<file path="src/rtl/serial_sub_pkg.sv">
// Shared definitions for the bit-serial subtractor: FSM state encoding and default width.
package serial_sub_pkg;

    typedef enum logic [1:0] {
        IDLE = 2'd0,
        RUN  = 2'd1,
        DONE = 2'd2
    } state_e;

    localparam int DEF_WIDTH = 8;

endpackage

</file>
<file path="src/rtl/fa_cell.sv">
// Combinational 1-bit full adder, the single arithmetic cell of the serial subtractor.
module fa_cell (
    input  logic x,
    input  logic y,
    input  logic ci,
    output logic s,
    output logic co
);

    assign s  = x ^ y ^ ci;
    assign co = (x & y) | (x & ci) | (y & ci);

endmodule

</file>
<file path="src/rtl/serial_subtractor.sv">
// Bit-serial two's-complement subtractor (a - b), LSB first, one full-adder cell.
// Optional signed-overflow output enabled by defining SERIAL_SUB_OVF_EN.
module serial_subtractor
    import serial_sub_pkg::*;
#(
    parameter int WIDTH = DEF_WIDTH
) (
    input  logic             clk,
    input  logic             rst,
    input  logic             start,
    input  logic [WIDTH-1:0] a,
    input  logic [WIDTH-1:0] b,
    output logic             busy,
    output logic             done,
    output logic [WIDTH-1:0] diff,
`ifdef SERIAL_SUB_OVF_EN
    output logic             ovf,
`endif
    output logic             borrow
);

    localparam int CW = $clog2(WIDTH + 1);
    localparam logic [CW-1:0] LAST = CW'(WIDTH - 1);

    state_e           state_q, state_d;
    logic [WIDTH-1:0] a_sr_q, a_sr_d;
    logic [WIDTH-1:0] b_sr_q, b_sr_d;
    logic [WIDTH-1:0] r_sr_q, r_sr_d;
    logic [CW-1:0]    cnt_q, cnt_d;
    logic             c_q, c_d;
    logic [WIDTH-1:0] diff_q, diff_d;
    logic             borrow_q, borrow_d;
    logic             busy_q, busy_d;
    logic             done_q, done_d;
`ifdef SERIAL_SUB_OVF_EN
    logic             ovf_q, ovf_d;
`endif

    logic             fa_s, fa_co;
    logic [WIDTH:0]   r_shift;

    fa_cell u_fa (
        .x  (a_sr_q[0]),
        .y  (~b_sr_q[0]),
        .ci (c_q),
        .s  (fa_s),
        .co (fa_co)
    );

    // Sum bit enters at the MSB; the slice keeps WIDTH=1 legal.
    assign r_shift = {fa_s, r_sr_q};

    always_comb begin
        state_d  = state_q;
        a_sr_d   = a_sr_q;
        b_sr_d   = b_sr_q;
        r_sr_d   = r_sr_q;
        cnt_d    = cnt_q;
        c_d      = c_q;
        diff_d   = diff_q;
        borrow_d = borrow_q;
`ifdef SERIAL_SUB_OVF_EN
        ovf_d    = ovf_q;
`endif
        case (state_q)
            IDLE: begin
                if (start) begin
                    state_d = RUN;
                    a_sr_d  = a;
                    b_sr_d  = b;
                    c_d     = 1'b1;
                    cnt_d   = '0;
                end
            end
            RUN: begin
                a_sr_d = a_sr_q >> 1;
                b_sr_d = b_sr_q >> 1;
                r_sr_d = r_shift[WIDTH:1];
                c_d    = fa_co;
                cnt_d  = cnt_q + CW'(1);
                if (cnt_q == LAST) begin
                    state_d  = DONE;
                    diff_d   = r_shift[WIDTH:1];
                    borrow_d = ~fa_co;
`ifdef SERIAL_SUB_OVF_EN
                    // c_q is the carry into the MSB stage, fa_co the carry out of it.
                    ovf_d    = c_q ^ fa_co;
`endif
                end
            end
            DONE: begin
                state_d = IDLE;
            end
            default: begin
                state_d = IDLE;
            end
        endcase
        busy_d = (state_d != IDLE);
        done_d = (state_d == DONE);
    end

    always_ff @(posedge clk) begin
        if (rst) begin
            state_q  <= IDLE;
            a_sr_q   <= '0;
            b_sr_q   <= '0;
            r_sr_q   <= '0;
            cnt_q    <= '0;
            c_q      <= 1'b0;
            diff_q   <= '0;
            borrow_q <= 1'b0;
            busy_q   <= 1'b0;
            done_q   <= 1'b0;
`ifdef SERIAL_SUB_OVF_EN
            ovf_q    <= 1'b0;
`endif
        end else begin
            state_q  <= state_d;
            a_sr_q   <= a_sr_d;
            b_sr_q   <= b_sr_d;
            r_sr_q   <= r_sr_d;
            cnt_q    <= cnt_d;
            c_q      <= c_d;
            diff_q   <= diff_d;
            borrow_q <= borrow_d;
            busy_q   <= busy_d;
            done_q   <= done_d;
`ifdef SERIAL_SUB_OVF_EN
            ovf_q    <= ovf_d;
`endif
        end
    end

    assign busy   = busy_q;
    assign done   = done_q;
    assign diff   = diff_q;
    assign borrow = borrow_q;
`ifdef SERIAL_SUB_OVF_EN
    assign ovf    = ovf_q;
`endif

endmodule

</file>
<file path="config.mk">
export PLATFORM = sky130hd
export DESIGN_NAME = serial_subtractor
export DESIGN_NICKNAME = d
export VERILOG_FILES = /design/src/rtl/serial_sub_pkg.sv /design/src/rtl/fa_cell.sv /design/src/rtl/serial_subtractor.sv
export SDC_FILE = /design/constraint.sdc
export NUM_CORES = 1
export LEC_CHECK = 0
export CAP_MARGIN = 25
export CORE_ASPECT_RATIO = 0.75
export CORE_MARGIN = 2
export CORE_UTILIZATION = 40
export DETAILED_ROUTE_END_ITERATION = 12
export HOLD_SLACK_MARGIN = 0.03
export PLACE_DENSITY = 0.68
export SYNTH_ARGS = -nofsm -noshare
export SYNTH_HDL_FRONTEND = slang
export SYNTH_SLANG_ARGS = --single-unit
</file>
<file path="constraint.sdc">
create_clock -name clk -period 1.5 [get_ports clk]
set_input_delay 0.3 -clock clk [delete_from_list [all_inputs] [get_ports clk]]
set_output_delay 0.3 -clock clk [all_outputs]
set_load 0.1 [all_outputs]
</file>
### Word-level counts from Yosys, hierarchy flattened

Cells that the tools add are included.

| word-level totals | value |
|---|---|
| flip-flop bits (word level) | 42 |
| output and inout bits | 11 |

| operators by class | value |
|---|---|
| add/subtract/negate cells | 1 |
| eq/ne operators | 4 |
| multiplexer cells | 11 |
| bitwise gates (word level) | 9 |
| reduce and logical (&&, ||, !) cells | 5 |

Operators with widths:

| operator | count |
|---|---|
| 8-bit case mux with 2 select lines | 2 |
| 8-bit two-way mux | 2 |
| 4-bit case mux with 2 select lines | 1 |
| 4-bit by 1-bit adder with 4-bit output (second input constant) | 1 |
| 4-bit by 3-bit == test with 1-bit output (second input constant) | 1 |
| 2-bit two-way mux | 2 |
| 4-bit two-way mux | 1 |
| 2-bit case mux with 2 select lines | 1 |
| 2-bit AND reduction | 2 |
| 2-bit nonzero test | 2 |
| 1-bit bitwise AND | 3 |
| 2-bit by 1-bit == test with 1-bit output (second input constant) | 1 |
| 2-bit == test (second input constant) | 1 |
| 2-bit zero test | 1 |
| 2-bit != test (second input constant) | 1 |
| 1-bit NOT | 2 |
| 1-bit bitwise OR | 2 |
| 1-bit case mux with 2 select lines | 1 |
| 1-bit XOR | 2 |
| 1-bit two-way mux | 1 |

### Logic depth before layout (Yosys ltp)

Gate-level depths: netlist of run 1.

| depth | value |
|---|---|
| depth in word-level cells | 5 |
| depth in mapped cells | 5 |
| mapped depth without buffers | 4 |

### Hierarchy

From an unflattened synthesis of run 1, not the netlist that was laid out.

| unflattened totals | value |
|---|---|
| cells, all modules | 187 |
| area, all modules | 1689.1 sq um |

By module, submodules not included:

| module | times used | cells each | area an instance (sq um) |
|---|---|---|---|
| serial_subtractor | 1 | 186 | 1669.1 |
| fa_cell | 1 | 1 | 20.0 |

### Worst setup path after synthesis of run 1

No wires, ideal clock.

| timing path | value |
|---|---|
| path kind | reg-to-reg |
| start point | register cnt_q[0] |
| end point | register diff_q[3] (netlist: diff[3]) |
| setup time | 0.116 ns |
| data arrival time | 1.252 ns |
| data required time | 1.384 ns |
| slack | 0.132 ns |
| stages on the path, launching flop included | 6 |
| period minus slack after synthesis | 1.368 ns |
| cells stage by stage | dfxtp_1 ha_1 and4b_1 and2_1 buf_2 a31o_2 |

| between the ends | value |
|---|---|
| longest elaborated chain between the ends | 2 |

RTL lines:

| element | RTL line | source |
|---|---|---|
| start: declaration | serial_subtractor.sv:29 | `logic [CW-1:0] cnt_q, cnt_d;` |
| start signal: assignment | serial_subtractor.sv:122 | `cnt_q <= cnt_d;` |
| 4-bit by 3-bit == test with 1-bit output | serial_subtractor.sv:81 | `if (cnt_q == LAST) begin` |
| 2-bit AND reduction (no line) | n/a |  |
| end signal: assignment | serial_subtractor.sv:124 | `diff_q <= diff_d;` |
| end: declaration | serial_subtractor.sv:31 | `logic [WIDTH-1:0] diff_q, diff_d;` |

Every way passes these cells.
A chain may end at the register's enable or synchronous reset.

### Worst setup path after layout of run 1

| timing path | value |
|---|---|
| start point | register cnt_q[0] |
| end point | register diff_q[7] (netlist: diff[7]) |

Same word-level chain as after synthesis.

==> results of run 1 <==
## area by class of cell
class | instances | area share [%]
Inverter | 4 | 0.778
Clock buffer | 7 | 3.84
Multi-Input combinational cell | 121 | 32.4
Tap cell | 55 | 3.06
Sequential cell | 41 | 36.5
Timing Repair Buffer | 46 | 23.5
## path summary, 6_finish.rpt
| kind | start | end | slack (ns) |
|---|---|---|---|
| worst max-delay path | cnt_q[0] | diff[7] | 0.10 |
| worst min register to register | r_sr_q[1] | r_sr_q[1] | 0.46 |
| worst max register to register | cnt_q[0] | diff[7] | 0.10 |
| worst min-delay path | r_sr_q[1] | r_sr_q[1] | 0.46 |
## cells in the mapped netlist
cell type  count  area [um^2]
buf_2          5         25.0
o21ba_2        1         10.0
and3_1         2         12.5
a22oi_1        3         22.5
o211a_1        1         10.0
inv_1          2         7.51
ha_1           1         12.5
nor2b_1        1         6.26
a211oi_2       1         12.5
fa_1           1         20.0
nand3_1        2         10.0
and4b_1        1         10.0
a211oi_1       1         7.51
buf_6          1         11.3
nor3b_1        1         7.51
buf_1          2         7.51
clkbuf_1       6         22.5
inv_2          1         3.75
or4_1          1         7.51
inv_4          1         6.26
o22ai_1       12         75.1
and2_1         1         6.26
nand2_1       16         60.1
nor3_1         2         10.0
mux2i_1        1         10.0
a31oi_1        1         6.26
o221a_2        1         11.3
nand2b_1       9         56.3
or3b_2         2         17.5
nor2_1         6         22.5
a221oi_1       1         8.76
o21ai_0       15         75.1
a31o_2         7         61.3
nand4_1        1         6.26
o21bai_2       1         11.3
a21oi_1       28          140
dfxtp_1       41          821
## worst min-delay path: stages, from the launching register on
cell     delay (ns)
dfxtp_1        0.31
nand2_1        0.05
a21oi_1        0.05
## sequential cells by signal, indices dropped and copies added (netlist names), 2 cells and up
name / cells
a_sr_q: 8
b_sr_q: 8
cnt_q: 4
diff: 8
r_sr_q: 7
state_q: 2
## per-stage QoR
step | area (um^2) | setup WS [ns] | utilization, % | power [mW] | hold WS [ns]
finish | 2250 | 0.104 | 56.6 | 2.17 | 0.461
global route | 2250 | 0.0411 | 56.6 | 2.27 | 0.505
CTS | 2250 | 0.0239 | 56.5 | 2.19 | 0.464
detailed placement | 2160 | -0.0976 | 54.3 | 1.46 | 0.454
global placement | 2160 | -0.0752 | 54.3 | 1.46 | 0.444
floorplan | 1630 | 0.132 | - | 1.34 | 0.437
## power by group
| group | leakage [nW] | switching [mW] | internal [mW] |
|---|---|---|---|
| Sequential | 0.336 | 0.0294 | 1.14 |
| Clock | 0.0443 | 0.364 | 0.365 |
| Combinational | 0.487 | 0.130 | 0.142 |
| Total | 0.867 | 0.523 | 1.65 |
## metal layers
metal / track usage, % / vias to the layer above
met5: 0 / -
li1: - / 726
met3: 4.73 / 7
met2: 27.6 / 23
met4: 9.95 / 0
met1: 22.8 / 652
## what timing repair did
action,CTS,global route
hold buffers,0,0
endpoints found under the setup margin,0,9
gates resized for setup,0,2
## logic make-up (layout without fill, tap and decap cells)
group | count (synthesis) | in the layout | synth area share [%]
simple gates | 45 | 45 | 14.3
flops | 41 | 41 | 50.3
buf+inv | 18 | 57 | 5.14
mux | 1 | 1 | 0.614
compound gates | 73 | 73 | 27.7
fa+ha+maj | 2 | 2 | 1.99
==> results_dict.tcl, run 1 <==
set metrics [dict create \
    finalCriticalPeriod_ns 1.40 \
    drive_above_1_share_pct 23.3 \
    cp_slowest_cell "dfxtp_2" \
    setup_tns_ns 0 \
    netlist_area_um2 1630 \
    clk_path_buf_depth 2 \
    required_ns 1.69 \
    cp_num_cells 4 \
    nNetsFinal 240 \
    initial_core_util_pct 41.0 \
    cts_tree "built" \
    final_common_cell "dfxtp_1" \
    cp_max_fo 9 \
    finalMaxSlewViolations 0 \
    grt_pass1_wl_mm 6.24 \
    syn2layout_area_growth_pct 38.0 \
    grt_overflow 0 \
    numClockSinks 41 \
    crit_type "flop to flop" \
    finalHoldViolCount 0 \
    clock_skew_ns 0.00293 \
    critical_path_buf_inv_count 0 \
    drt-vias-per-instance 5.14 \
    worst-slew-pin-transition_ns 0.270 \
    htreeDepth 2 \
    rsz0062_at_grt "false" \
    finalSetupViolations 0 \
    end_kind "flop" \
    clock-root-buffer "clkbuf_8" \
    power_leakage_nw 0.867 \
    diodes 0 \
    post-route-drc-count 0 \
    post-route-period-util_pct 93.1 \
    synth_seq_cells 41 \
    path_clk_slew_ns 0.07 \
    gp_congestion 0.737 \
    avgSynthCellArea_um2 9.06 \
    wl_met3_um 149 \
    yosysSeqAreaShare_pct 50.3 \
    grt_max_degree 26 \
    ant_nets 0 \
    max_slew_margin_pct 82.0 \
    syn_inst 180 \
    critical_path_arrival_ns 1.59 \
    reg2reg_depth 4 \
    cts_buffers 5 \
    cp-start-kind "flop" \
    die_w_um 77.7 \
    max_freq_mhz 716 \
    portBuffers 29 \
    irDropWorstVdd_mv 0.503 \
    final_cell_mix "dfxtp_1, a21oi_1, clkdlybuf4s50_1" \
    maxUsedRoutingLayer "met4" \
    grt_antenna_before_repair 0 \
    detail_route.wl_per_cell_um 13.0 \
    holdPathStages 2 \
    fill_cells 360 \
    cp_slowest_stage_delay_ns 0.34 \
    drtIter0Drc 79 \
    wl_met2_mm 1.53 \
    wl_met1_mm 1.83 \
    die-height_um 59.3 \
    rows 20 \
    maxCapViolCount 0 \
    crit_family "simple AND/OR/NAND/NOR gates" \
    synthDistinctLibCells 37 \
    multi_input_area_um2 728 \
    status "complete, no violations" \
    io_pins 30 \
    vias 1408 \
    powerDensity_nw_per_um2 964 \
    core_um2 3980 \
    dieArea_um2 4610 \
    firstDrtPassIters 4 \
    synth_fp_nets 201 \
    dp_hpwl_mm 2.45 \
    grt_usage_pct 17.8 \
    seqCellArea_um2 822 \
    layout.cells.non_filler 274 \
    place_inst 267 \
    insertion_delay_ns 0.30 \
    first_global_vias 1352 \
    wirelength_mm 3.57 \
    hp-class "flop to flop" \
    cts_setup_buffers 0 \
    path_cells "ha_1, and4b_1, and2_2, a31o_2" \
    yosysWarnings 0 \
]
No activity file was read; power rests on OpenSTA's default activity.
==> inputs of run 2 (changes only) <==
--- a/config.mk
+++ b/config.mk
@@ -6,12 +6,12 @@
 export NUM_CORES = 1
 export LEC_CHECK = 0
 export CAP_MARGIN = 25
-export CORE_ASPECT_RATIO = 0.75
+export CORE_ASPECT_RATIO = 1.1
 export CORE_MARGIN = 2
-export CORE_UTILIZATION = 40
+export CORE_UTILIZATION = 51
 export DETAILED_ROUTE_END_ITERATION = 12
 export HOLD_SLACK_MARGIN = 0.03
-export PLACE_DENSITY = 0.68
+export PLACE_DENSITY = 0.82
 export SYNTH_ARGS = -nofsm -noshare
 export SYNTH_HDL_FRONTEND = slang
 export SYNTH_SLANG_ARGS = --single-unit
==> run 2 against run 1 <==
  * Critical path depth did not move
  * Combinational power fell by 5%
  * Sequential cell count did not move
  * Via count rose by 5.0%
  * Die area fell by 20%
  * Utilization rose by 15 points
  * Count of clock-buffer cells in the layout fell by 2
  * Critical path type unchanged
==> results_dict.tcl, run 2 (synthesized netlist as in run 1, its figures left out) <==
set metrics [dict create \
    grt_overflow 0 \
    clock_skew_ns 0.0155 \
    crit_family "simple AND/OR/NAND/NOR gates" \
    switching_power_uw 544 \
    grt_usage_pct 21.5 \
    grt_pass1_wl_mm 6.03 \
    maxCapViolCount 0 \
    dpl-instance-area_um2 2100 \
    ant_nets 0 \
    max_slew_margin_pct 76.3 \
    rows 21 \
    finalCriticalPeriod_ns 1.40 \
    drt-vias-per-instance 5.96 \
    fill_cells 241 \
    holdWs_ns 0.478 \
    reg2reg_depth 4 \
    post-route-drc-count 0 \
    finalHoldViolCount 0 \
    diodes 0 \
    initial_core_util_pct 53.5 \
    clk_path_buf_depth 2 \
    grt_antenna_before_repair 0 \
    cp-start-kind "flop" \
    required_ns 1.77 \
    syn2layout_area_growth_pct 34.3 \
    status "complete, no violations" \
    die_w_um 57.9 \
    utilization_pct 71.9 \
    core_um2 3050 \
    grt_max_degree 26 \
    critical_path_buf_inv_count 0 \
    first_global_vias 1423 \
    die-height_um 63.3 \
    netSwitchingFraction_pct 25.1 \
    path_cells "ha_1, and4b_1, and2_1, a31o_2" \
    crit-reg2reg-launch "cnt_q[0]" \
    firstDrtPassIters 4 \
    cp_slowest_stage_delay_ns 0.35 \
    post-place-ws_ns -0.126 \
    stdcell_area_um2 2190 \
    wirelength_mm 3.59 \
    fin_ws_ns 0.0996 \
    power_leakage_nw 0.840 \
    critical_path_arrival_ns 1.67 \
    max_freq_mhz 714 \
    portBuffers 29 \
    nNetsFinal 234 \
    detail_route.wl_per_cell_um 14.5 \
    dp_hpwl_mm 2.48 \
    internal-power_mw 1.62 \
    crit_type "flop to flop" \
    htreeDepth 2 \
    end_kind "flop" \
    cp_slowest_cell "dfxtp_2" \
    final_cell_mix "dfxtp_1, a21oi_1, clkdlybuf4s50_1" \
    drive_above_1_share_pct 22.0 \
    powerDensity_nw_per_um2 990 \
    r2r_slack_ns 0.1 \
    setup_tns_ns 0 \
    post-route-period-util_pct 93.4 \
    cts_tree "built" \
    rsz0062_at_grt "false" \
    dieArea_um2 3670 \
    holdPathStages 2 \
    postCtsHoldBufs 0 \
    min_to "r_sr_q[1]" \
    finalMaxSlewViolations 0 \
    irDropWorstVdd_mv 1.17 \
    insertion_delay_ns 0.37 \
    cts_buffers 5 \
    clock-root-buffer "clkbuf_4" \
    min_from "r_sr_q[1]" \
    io_pins 30 \
    pwr-share-comb_pct 12.0 \
    numClockSinks 41 \
    cp_max_fo 9 \
    regToRegEndpoint "diff[2]" \
    pwr-share-seq_pct 54.1 \
    vias 1479 \
    finalSetupViolations 0 \
    layout.cells.non_filler 248 \
    path_clk_slew_ns 0.13 \
    drtIter0Drc 57 \
    gp_congestion 0.719 \
    final_common_cell "dfxtp_1" \
    power_mw 2.17 \
    clkPwrFrac_pct 33.9 \
    worst-slew-pin-transition_ns 0.355 \
    hp-class "flop to flop" \
    place_inst 240 \
]
==> run 2: layout make-up <==
class	count	area, um^2	area share [%]
clock buffers	5	37.5	1.71
repair buffers	40	495	22.6
inverters	4	17.5	0.800
clock inverters	3	46.3	2.11
well taps	34	42.5	1.94
multi-input cells	121	729	33.3
flip-flops and latches	41	822	37.5
==> run 2: metal layers <==
metal / GRT usage [%] / wire (um)
met1: 23.8 / 1450
met2: 37.2 / 1840
met3: 4.31 / 188
met4: 12.2 / 107
met5: 0 / 0
==> run 2: worst max-delay path by stage <==
stage	start	endpoint	cells after the start
after floorplan	cnt_q[0]	diff[3]	5
after detailed placement	start	a_sr_q[4]	5
after global placement	start	c_q	4
final	cnt_q[0]	diff[2]	4
after CTS	cnt_q[0]	diff[3]	4
after global routing	cnt_q[0]	diff[3]	4
==> run 2: power groups by stage <==
stage	Sequential (mW)	Clock, mW	Combinational, mW
global placement	1.19	0	0.246
finish	1.17	0.736	0.259
global route	1.18	0.787	0.286
floorplan	1.20	0	0.144
CTS	1.17	0.752	0.259
detailed placement	1.20	0	0.256
==> run 2: timing repair <==
action	CTS	global route
endpoints found under the hold margin	0	0
gates resized for setup	0	2
setup buffers	0	0
endpoints found under the setup margin	0	5
==> run 2: worst min-delay path, stage by stage, from the launching register on <==
cell and delay (ns):
dfxtp_1 0.34, nand2_1 0.05, a21oi_1 0.06
==> inputs of run 3 (changes only) <==
--- a/config.mk
+++ b/config.mk
@@ -11,6 +11,7 @@
 export CORE_UTILIZATION = 51
 export DETAILED_ROUTE_END_ITERATION = 12
 export HOLD_SLACK_MARGIN = 0.03
+export MAX_ROUTING_LAYER = met4
 export PLACE_DENSITY = 0.82
 export SYNTH_ARGS = -nofsm -noshare
 export SYNTH_HDL_FRONTEND = slang
==> run 3 against run 2 <==
  * Maximum frequency barely moved
  * Count of clock-buffer cells in the layout unchanged
  * Largest cell class unchanged
  * Sequential power barely moved
  * Non-clock buffer count did not move
  * Sequential share of layout area unchanged
  * Largest power group unchanged
  * Highest routed layer unchanged
  * Via count shrank 0.95%
  * Die area unchanged
  * Clock power about the same
  * Routed wire length shrank 1.1%
  * Combinational power about the same
==> results_dict.tcl, run 3 (synthesized netlist as in run 1, its figures left out) <==
set metrics [dict create \
    status "complete, no violations" \
    stdcell_area_um2 2190 \
    htreeDepth 2 \
    holdPathStages 2 \
    grt_overflow 0 \
    cp_max_fo 9 \
    fin_ws_ns 0.0995 \
    drive_above_1_share_pct 22.0 \
    path_clk_slew_ns 0.13 \
    grt_antenna_before_repair 0 \
    worst-slew-pin-transition_ns 0.350 \
    critical_path_arrival_ns 1.67 \
    end_kind "flop" \
    cts_tree "built" \
    max_slew_margin_pct 76.7 \
    post-route-period-util_pct 93.4 \
    cts_buffers 5 \
    layout.cells.non_filler 248 \
    max_freq_mhz 714 \
    finalCriticalPeriod_ns 1.40 \
    syn2layout_area_growth_pct 34.3 \
    cp-start-kind "flop" \
    crit_type "flop to flop" \
    clk_path_buf_depth 2 \
    ant_nets 0 \
    portBuffers 29 \
    finalHoldViolCount 0 \
    initial_core_util_pct 53.5 \
    die_w_um 57.9 \
    maxCapViolCount 0 \
    hp-class "flop to flop" \
    required_ns 1.77 \
    clock_skew_ns 0.0140 \
    grt_pass1_wl_mm 6.03 \
    numClockSinks 41 \
    vias 1465 \
    irDropWorstVdd_mv 1.17 \
    postCtsHoldBufs 0 \
    regToRegEndpoint "diff[2]" \
    holdWs_ns 0.478 \
    final_cell_mix "dfxtp_1, a21oi_1, clkdlybuf4s50_1" \
    first_global_vias 1423 \
    insertion_delay_ns 0.37 \
    finalSetupViolations 0 \
    min_to "r_sr_q[1]" \
    min_from "r_sr_q[1]" \
    post-place-ws_ns -0.126 \
    dpl-instance-area_um2 2100 \
    grt_max_degree 26 \
    reg2reg_depth 4 \
    core_um2 3050 \
    nNetsFinal 234 \
    rows 21 \
    post-route-drc-count 0 \
    dieArea_um2 3670 \
    powerDensity_nw_per_um2 990 \
    wirelength_mm 3.55 \
    detail_route.wl_per_cell_um 14.3 \
    cts_setup_buffers 0 \
    crit-reg2reg-launch "cnt_q[0]" \
    io_pins 30 \
    clock-root-buffer "clkbuf_4" \
    drt-vias-per-instance 5.91 \
    r2r_slack_ns 0.1 \
    firstDrtPassIters 4 \
    rsz0062_at_grt "false" \
    die-height_um 63.3 \
    power_mw 2.17 \
    drtIter0Drc 61 \
    place_inst 240 \
    power_leakage_nw 0.840 \
    gp_congestion 0.727 \
    grt_usage_pct 22.0 \
    finalMaxSlewViolations 0 \
    diodes 0 \
    final_common_cell "dfxtp_1" \
    dp_hpwl_mm 2.48 \
]
run 3: cell counts in the layout (fill, tap and decap cells not counted):
No cell type changed its count.
run 3: per-layer routing:
layer / part of all wire (%) / vias up / wire (um) / track usage, %
met5: 0 / - / 0 / -
met1: 41 / 691 / 1460 / 23.8
met3: 5.0 / 10 / 179 / 4.31
met4: 3.0 / 0 / 107 / 12.2
met2: 51 / 49 / 1800 / 37.1
li1: - / 715 / - / -
run 3: how the worst max path moves through the flow:
stage / slack (ns) / cells after the start / end / start
finish: 0.1 / 4 / diff[2] / cnt_q[0]
global route: 0.02 / 4 / diff[3] / cnt_q[0]
CTS: 0.09 / 4 / diff[3] / cnt_q[0]
detailed placement: -0.13 / 5 / a_sr_q[4] / start
global placement: -0.08 / 4 / c_q / start
floorplan: 0.13 / 5 / diff[3] / cnt_q[0]
run 3: stage by stage:
stage	utilization [%]	setup TNS [ns]
6_report	71.9	0
4_1_cts	71.8	0
3_3_place_gp	69.0	-0.616
3_5_place_dp	69.0	-1.49
2_1_floorplan	-	0
5_1_grt	71.9	0
run 3: final cells by class:
cell class | instances | area, um^2
clock inverters | 3 | 46.3
well taps | 34 | 42.5
repair buffers | 40 | 495
flip-flops and latches | 41 | 822
inverters | 4 | 17.5
fillers | 241 | 857
multi-input cells | 121 | 729
clock buffers | 5 | 37.5
run 3: critical path, cell delays in order, from the launching register on:
cell and delay (ns):
dfxtp_2 0.35, ha_1 0.23, and4b_1 0.19, and2_1 0.26, a31o_2 0.28
run 3: what timing repair did:
| action | CTS | global route |
|---|---|---|
| setup endpoints to repair | 0 | 4 |
| endpoints found under the hold margin | 0 | 0 |
| resized for setup | 0 | 2 |
run 3: where the power goes:
group | total [mW] | internal, mW | switching (mW) | leakage, nW
Clock | 0.737 | 0.353 | 0.384 | 0.0414
Combinational | 0.259 | 0.132 | 0.127 | 0.462
Sequential | 1.17 | 1.14 | 0.0332 | 0.336
